<file path="config.mk">
export PLATFORM = sky130hd
export DESIGN_NAME = uart_bps_gen
export DESIGN_NICKNAME = d
export VERILOG_FILES = /design/src/rtl/uart_pkg.sv /design/src/rtl/uart_bps_gen.sv
export SDC_FILE = /design/constraint.sdc
export NUM_CORES = 1
export LEC_CHECK = 0
export BUFFER_PORTS_ARGS = -buffer_cell sky130_fd_sc_hd__buf_2
export CORE_UTILIZATION = 65
export CTS_CLUSTER_SIZE = 16
export DETAILED_ROUTE_END_ITERATION = 8
export HOLD_SLACK_MARGIN = 0.03
export PLACE_DENSITY = 0.86
export SLEW_MARGIN = 5
export SYNTH_ARGS = -nofsm -noshare
export SYNTH_HDL_FRONTEND = slang
export SYNTH_SLANG_ARGS = --single-unit
</file>
<file path="constraint.sdc">
create_clock -name clk -period 3.8 [get_ports clk]
set_input_delay 0.57 -clock clk [delete_from_list [all_inputs] [get_ports clk]]
set_output_delay 0.57 -clock clk [all_outputs]
set_load 0.1 [all_outputs]
</file>
<file path="src/rtl/uart_pkg.sv">
`default_nettype none
// ============================================================================
// Module      : uart_pkg
// Description : Shared UART frame-format constants and frame-length helper.
// Revision    : 1.0 - initial release
// ============================================================================
package uart_pkg;

   localparam logic [1:0] DB5 = 2'b00;
   localparam logic [1:0] DB6 = 2'b01;
   localparam logic [1:0] DB7 = 2'b10;
   localparam logic [1:0] DB8 = 2'b11;

   localparam int MIN_FRAME_BITS = 7;
   localparam int MAX_FRAME_BITS = 12;

   localparam int UART_DEF_DIV = 5208;
   localparam int UART_MIN_DIV = 2;

   // Slots: start + (5 + data_bits) data + optional parity + (1 + stop2) stop.
   function automatic logic [3:0] frame_len(input logic [1:0] data_bits,
                                            input logic       parity_en,
                                            input logic       stop2);
      frame_len = 4'd7 + {2'b00, data_bits} + {3'b000, parity_en} + {3'b000, stop2};
   endfunction

endpackage
`default_nettype wire

</file>
<file path="src/rtl/uart_bps_gen.sv">
`default_nettype none
// ============================================================================
// Module      : uart_bps_gen
// Description : Programmable UART bit-timing generator with mid/end strobes.
// Revision    : 1.0 - initial release
// ============================================================================
module uart_bps_gen
   import uart_pkg::*;
#(
   parameter int DIV_W   = 16,
   parameter int DEF_DIV = UART_DEF_DIV,
   parameter int MIN_DIV = UART_MIN_DIV
) (
   input  logic             clk,
   input  logic             rst,
   input  logic             start,
   input  logic             abort,
   input  logic [DIV_W-1:0] div,
   input  logic [1:0]       data_bits,
   input  logic             parity_en,
   input  logic             stop2,
   output logic             busy,
   output logic             bit_mid,
   output logic             bit_end,
   output logic [3:0]       bit_idx,
   output logic             frame_done
);

   // A divisor below 2 would put the mid point at or before the bit start.
   localparam int               MIN_EFF = (MIN_DIV < 2) ? 2 : MIN_DIV;
   localparam logic [DIV_W-1:0] C_DEF   = DIV_W'(DEF_DIV);
   localparam logic [DIV_W-1:0] C_MIN   = DIV_W'(MIN_EFF);
   localparam logic [DIV_W-1:0] C_ONE   = DIV_W'(1);

   localparam logic [0:0] S_IDLE = 1'b0;
   localparam logic [0:0] S_RUN  = 1'b1;

   logic [0:0]       state_q, state_d;
   logic [DIV_W-1:0] cnt_q, cnt_d;
   logic [DIV_W-1:0] dvm1_q, dvm1_d;
   logic [DIV_W-1:0] hm1_q, hm1_d;
   logic [3:0]       last_q, last_d;
   logic [3:0]       idx_q, idx_d;
   logic             mid_q, mid_d;
   logic             end_q, end_d;
   logic             done_q, done_d;

   logic [DIV_W-1:0] w_eff_div;
   logic [3:0]       w_new_len;
   logic             w_bit_last;
   logic             w_frame_last;
   logic             w_launch;

   always_comb begin
      if (div == '0) begin
         w_eff_div = C_DEF;
      end else if (div < C_MIN) begin
         w_eff_div = C_MIN;
      end else begin
         w_eff_div = div;
      end
   end

   assign w_new_len    = frame_len(data_bits, parity_en, stop2);
   assign w_bit_last   = (state_q == S_RUN) && (cnt_q == dvm1_q);
   assign w_frame_last = w_bit_last && (idx_q == last_q);
   // A new frame starts from idle, or seamlessly on the last edge of a frame.
   assign w_launch     = start && !abort && ((state_q == S_IDLE) || w_frame_last);

   // ---------------------------------------------------------------- state reg
   always_ff @(posedge clk or posedge rst) begin
      if (rst) begin
         state_q <= S_IDLE;
      end else begin
         state_q <= state_d;
      end
   end

   // --------------------------------------------------------------- next state
   always_comb begin
      state_d = state_q;
      case (state_q)
         S_IDLE: begin
            if (start && !abort) begin
               state_d = S_RUN;
            end
         end
         S_RUN: begin
            if (abort) begin
               state_d = S_IDLE;
            end else if (w_frame_last && !start) begin
               state_d = S_IDLE;
            end
         end
         default: state_d = S_IDLE;
      endcase
   end

   // ------------------------------------------------------ counter and strobes
   always_comb begin
      cnt_d  = cnt_q;
      idx_d  = idx_q;
      dvm1_d = dvm1_q;
      hm1_d  = hm1_q;
      last_d = last_q;
      mid_d  = 1'b0;
      end_d  = 1'b0;
      done_d = 1'b0;

      if (state_q == S_RUN) begin
         if (abort) begin
            cnt_d = '0;
            idx_d = '0;
         end else begin
            mid_d  = (cnt_q == hm1_q);
            end_d  = w_bit_last;
            done_d = w_frame_last;
            if (w_bit_last) begin
               cnt_d = '0;
               idx_d = w_frame_last ? 4'd0 : idx_q + 4'd1;
            end else begin
               cnt_d = cnt_q + C_ONE;
            end
         end
      end

      if (w_launch) begin
         dvm1_d = w_eff_div - C_ONE;
         hm1_d  = (w_eff_div >> 1) - C_ONE;
         last_d = w_new_len - 4'd1;
         cnt_d  = '0;
         idx_d  = '0;
      end
   end

   always_ff @(posedge clk or posedge rst) begin
      if (rst) begin
         cnt_q  <= '0;
         idx_q  <= '0;
         dvm1_q <= '0;
         hm1_q  <= '0;
         last_q <= '0;
         mid_q  <= 1'b0;
         end_q  <= 1'b0;
         done_q <= 1'b0;
      end else begin
         cnt_q  <= cnt_d;
         idx_q  <= idx_d;
         dvm1_q <= dvm1_d;
         hm1_q  <= hm1_d;
         last_q <= last_d;
         mid_q  <= mid_d;
         end_q  <= end_d;
         done_q <= done_d;
      end
   end

   // ------------------------------------------------------------------ outputs
   always_comb begin
      busy       = (state_q == S_RUN);
      bit_mid    = mid_q;
      bit_end    = end_q;
      bit_idx    = idx_q;
      frame_done = done_q;
   end

endmodule
`default_nettype wire

</file>
==> Word level (Yosys, flattened, before mapping) <==
Cells that the tools add are included.
{ "op_classes": {"n_addsub": 8, "order_cmp": 1, "eq_ne": 3, "mux": 21, "bitwise_logic": 1, "reduce_logical": 12} }
{ "ops": {"columns": ["operator", "n"], "rows": [
  ["2-to-1 mux 16 bit", 6],
  ["== test 16 bit", 2],
  ["2-to-1 mux 4 bit", 5],
  ["adder 16 x 1 -> 16 bit (second input constant)", 1],
  ["zero test 16 bit", 1],
  ["< comparator 16 x 2 -> 1 bit (second input constant)", 1],
  ["subtractor 15 x 1 -> 16 bit (second input constant)", 1],
  ["subtractor 16 x 1 -> 16 bit (second input constant)", 1],
  ["2-to-1 mux 1 bit", 9],
  ["adder 4 x 1 -> 4 bit", 2],
  ["logical AND 1 bit", 5],
  ["adder 3 x 2 -> 4 bit (first input constant)", 1],
  ["adder 4 x 1 -> 4 bit (second input constant)", 1],
  ["== test 4 bit", 1],
  ["subtractor 4 x 1 -> 4 bit (second input constant)", 1],
  ["nonzero test 3 bit", 1],
  ["zero test 1 bit", 2],
  ["one-hot mux 1 bit (2 select lines)", 1],
  ["AND reduction 2 bit", 1],
  ["nonzero test 2 bit", 1],
  ["logical OR 1 bit", 1],
  ["inverter 1 bit", 1]
]} }
{ "word_totals": {"reg_bits": 60, "inputBits": 24, "out_inout_bits": 8, "wordCells": 55} }

==> Longest topological paths before layout <==
{ "logic_depth": {"ltp_word": 8, "depth_mapped": 12, "mapped_depth_nobuf": 11} }

==> Worst setup path after synthesis <==
OpenSTA, ideal clock, no wires.
{ "synth_timing": {"kind": "input port to flip-flop", "from": "in div[5]", "to": "reg dvm1_q[13]", "setup_ns": 0.127, "arrival_ns": 2.752, "required_ns": 3.673, "setup_slack_ns": 0.920, "stages": 12, "path_buffers": 1, "path_cell_list": "buf_2 > nor4_1 > nand4_2 > nor2_1 > nor2_1 > ha_1 > or3b_1 > nor4b_2 > o21ai_2 > nor3_1 > xor2_1 > mux2_1"} }
{ "synth_between": {"elab_chain_cells": 4, "word_cells_on_any_way": 5, "classes_between": "1 x add/sub; 1 x order compare; 2 x mux; 1 x reduce/logical"} }
{ "synth_lines": {"columns": ["item", "line", "source"], "rows": [
  ["from (decl)", "uart_bps_gen.sv:18", "input logic [DIV_W-1:0] div,"],
  ["< comparator 16 x 2 -> 1 bit", "uart_bps_gen.sv:57", "end else if (div < C_MIN) begin"],
  ["2-to-1 mux 16 bit", "uart_bps_gen.sv:57", null],
  ["2-to-1 mux 16 bit (*)", "uart_bps_gen.sv:55", "if (div == '0) begin"],
  ["subtractor 16 x 1 -> 16 bit (*)", "uart_bps_gen.sv:128", "dvm1_d = w_eff_div - C_ONE;"],
  ["to (signal assigned)", "uart_bps_gen.sv:149", "dvm1_q <= dvm1_d;"],
  ["to (decl)", "uart_bps_gen.sv:40", "logic [DIV_W-1:0] dvm1_q, dvm1_d;"]
]} }
Mark *: on every way between the ends. The rest lies on a longest branch, timed or not.
A chain may end at the register's enable or synchronous reset.

==> Worst setup path after layout <==
{ "layout_timing": {"from": "in div[8]", "to": "reg hm1_q[10]"} }
{ "layout_between": {"elab_chain_cells": 4, "word_cells_on_any_way": 5, "classes_between": "1 x add/sub; 1 x order compare; 2 x mux; 1 x reduce/logical"} }
{ "layout_lines": {"columns": ["item", "line", "source"], "rows": [
  ["< comparator 16 x 2 -> 1 bit", "uart_bps_gen.sv:57", null],
  ["2-to-1 mux 16 bit", "uart_bps_gen.sv:57", null],
  ["2-to-1 mux 16 bit (*)", "uart_bps_gen.sv:55", null],
  ["subtractor 15 x 1 -> 16 bit (*)", "uart_bps_gen.sv:129", "hm1_d = (w_eff_div >> 1) - C_ONE;"],
  ["to (signal assigned)", "uart_bps_gen.sv:150", "hm1_q <= hm1_d;"],
  ["to (decl)", "uart_bps_gen.sv:41", "logic [DIV_W-1:0] hm1_q, hm1_d;"]
]} }
Marked as above.

==> impl_metrics.py <==
metrics = {
    "clock_tree": {
        "clk_pin_slew_ps": 70,
        "cts_made_buffers": 9,
        "cts_setup_buffers": 0,
        "clock-sinks": 60,
        "cts_tree": "yes",
        "post_cts_resize_count": 0,
        "clock_latency_ps": 350,
        "clk_path_buf_depth": 2,
        "holdBufCountCts": 0,
        "clockRootBuffer": "clkbuf_8",
        "cts_max_level": 3,
    },
    "grt": {
        "grt_pass1_vias": 2551,
        "grt_antenna_before_repair": 0,
        "grt_max_degree": 41,
        "track_usage": 0.271,
        "grt_pass1_wl_mm": 12.2,
        "grt_overflow_total": 0,
    },
    "place": {
        "dp_hpwl_mm": 5.34,
        "pre_cts_ws_ps": 588,
        "routabilityCongestion": 0.891,
        "place_area_mm2": 0.00385,
        "port-buffer-count": 31,
    },
    "critical_path": {
        "cp_slowest_cell": "or3b_1",
        "rrSetupSlack_ps": 1030,
        "crit_fanout": 7,
        "crit_chain": "buf_2, nor4_4, nand4_2, nor2_1, nor2_1, ha_1, or3b_1, nor4b_2, o21ai_2, nor3_1, xor2_1, mux2_4",
        "crit_path_frequent_cell": "nor2_1",
        "crit_path_end_kind": "flop",
        "cp-start-kind": "primary input",
        "reg2reg_depth": 6,
        "slowest_delay_ps": 430,
        "r2r_start": "cnt_q[11]",
        "rr_endpoint": "cnt_q[5]",
        "crit_arrival_ps": 3070,
        "path_class": "primary input to flop",
        "critPathRequiredTime_ps": 4030,
    },
    "pwr": {
        "p_leak_nw": 1.89,
        "seqPwrFrac": 0.457,
        "vdd_drop_max_uv": 293,
        "sw_frac_of_total": 0.265,
        "clockPowerShare": 0.366,
        "pwr-share-comb": 0.177,
        "p_int_mw": 1.27,
        "power.density_mw_per_mm2": 425,
        "p_sw_mw": 0.459,
    },
    "floorplanning": {
        "coreArea_mm2": 0.00547,
        "die_w_um": 77.2,
        "dieArea_mm2": 0.00596,
        "start_util": 0.672,
        "pin_count": 32,
        "rows": 27,
        "dieHeight_um": 77.2,
    },
    "synthesis": {
        "synth_flop_cell": "dfrtp_1",
        "syn-cell-area_mm2": 0.00368,
        "synth-seq-cells": 60,
        "synthCells": 347,
        "synth.net_count": 378,
        "yosysWarnings": 0,
        "synth_area_leader_cell": "dfrtp_1",
        "synthArstFlopShare": 1.00,
        "synth-edff-count": 0,
        "yosysUniqueCellTypes": 47,
        "synth_top_cell_area_share": 0.408,
        "seq_area_frac_synth": 0.408,
        "synth.avg_cell_area_um2": 10.6,
        "synthTopCellsByArea": "dfrtp_1 (41%), xnor2_1 (12%), mux2_4 (9.0%), xor2_1 (5.2%), nor2_1 (4.1%)",
    },
    "routing": {
        "vias_per_cell": 5.66,
        "drtIter0Drc": 210,
        "remaining_drc_errors": 0,
        "drtAntennaViolNets": 0,
        "dr.pass1.iters": 4,
        "vias": 2582,
        "wire_per_inst_um": 15.9,
        "totalWireLength_mm": 7.24,
    },
    "sta": {
        "slew_violations": 0,
        "fin_ws_ps": 963,
        "worst_pin_slew_ps": 1040,
        "timing.final.crit_share": 0.747,
        "finalSetupViolations": 0,
        "rsz0062_at_grt": "false",
        "fmax_ghz": 0.353,
        "setup_tns_ps": 0,
        "period_needed_ps": 2840,
        "final-hold-violation-count": 0,
        "slew_headroom": 0.304,
        "clock_skew_ps": 7.92,
    },
    "layout": {
        "diodes": 0,
        "drive_gt1_frac": 0.229,
        "syn2layout_area_growth_pct": 10.6,
        "nets": 410,
        "final_cell_area_mm2": 0.00407,
        "fin_util": 0.744,
    },
    "job": {
        "maxCapViolations": 0,
    },
    "hold_path": {
        "min-delay-path-class": "primary input to async pin",
    },
    "run_status": {
        "status": "finished clean",
    },
}
[power by group through the flow]
stage	registers (mW)	clock network, mW	logic (mW)
global placement	0.796	0	0.294
floorplan	0.781	0	0.239
global route	0.797	0.665	0.339
detailed placement	0.800	0	0.304
finish	0.790	0.634	0.306
CTS	0.789	0.641	0.308
[per-layer routing]
metal	up-vias	routed length, um	GRT usage
met5	-	0	0
met4	0	168	0.132
met3	14	320	0.0548
met2	79	3430	0.422
met1	1241	3310	0.361
li1	1248	-	-
[critical path, delay by kind of cell]
family / cells / cell delay, ps
and+or+nand+nor: 7 / 1490
xor gates and xnor gates: 1 / 110
buffers and inverters: 1 / 190
AOI/OAI and AO/OA: 1 / 170
adders and majority gates: 1 / 260
muxes: 1 / 280
[kinds of logic (layout without fill, tap and decap cells)]
| group | count (synthesis) | count (layout) | share of synthesized area |
|---|---|---|---|
| and+or+nand+nor | 118 | 118 | 0.177 |
| xor gates and xnor gates | 71 | 71 | 0.169 |
| DFF | 60 | 60 | 0.408 |
| muxes | 37 | 37 | 0.133 |
| buffers and inverters | 31 | 68 | 0.0418 |
| AOI/OAI and AO/OA | 23 | 23 | 0.0446 |
| adders and majority gates | 7 | 7 | 0.0259 |
[worst max-delay path by stage]
stage                             to  slack [ps]    from
after floorplan           dvm1_q[13]         920  div[5]
after global placement    dvm1_q[11]         720  div[8]
after detailed placement   hm1_q[10]         590  div[8]
after CTS                  hm1_q[10]         950  div[8]
after global routing       hm1_q[10]         760  div[9]
final                      hm1_q[10]         960  div[8]
[metrics by stage]
step,instances,hold slack (ps),total power [mW]
finish,456,377,1.73
global route,456,461,1.80
CTS,456,394,1.74
detailed placement,440,500,1.10
global placement,440,491,1.09
floorplan,347,475,1.02
[synth_stat cells, types with 2 or more instances]
library cell and n:
nand2b_1 3, buf_2 6, mux2_4 22, xor2_1 22
a21o_1 2, nor2_1 40, nor4_1 5, ha_1 6
dfrtp_1 60, xnor2_1 49, and4_1 3, inv_1 19
and3_1 5, nand2_1 13, nand4_1 9, mux2_1 2
o21ai_1 2, a21oi_1 6, nor2b_1 6, a32o_1 2
buf_6 4, nor4_2 3, and2_1 3, a221o_1 2
nand3_1 10, nor3_1 9, o21ai_0 3, mux2_2 6
mux2i_1 7
[flip-flops by register name (all words and copies together) (netlist names)]
signal	count
last_q	4
busy	1
cnt_q	16
bit_idx	4
dvm1_q	16
bit_mid	1
frame_done	1
hm1_q	16
bit_end	1
[layout make-up]
class | instances | area, um^2
Sequential cell | 60 | 1500
Inverter | 20 | 75.1
Tap cell | 72 | 90.1
Clock inverter | 5 | 75.1
Fill cell | 386 | 1400
Multi-Input combinational cell | 256 | 2020
Timing Repair Buffer | 32 | 163
Clock buffer | 11 | 141
[placed cells by master, fill, tap and decap left out, types with 5 or more instances in the layout]
master	instances
mux2_4	22
inv_1	18
nor3_1	9
buf_2	31
nor4_1	5
nor2b_1	6
nor2_1	40
dfrtp_1	60
xnor2_1	49
and3_1	5
ha_1	6
clkbuf_8	10
nand2_1	13
a21oi_1	6
xor2_1	22
mux2_2	6
nand4_1	9
mux2i_1	7
nand3_1	10
No activity file was read; power rests on OpenSTA's default activity.
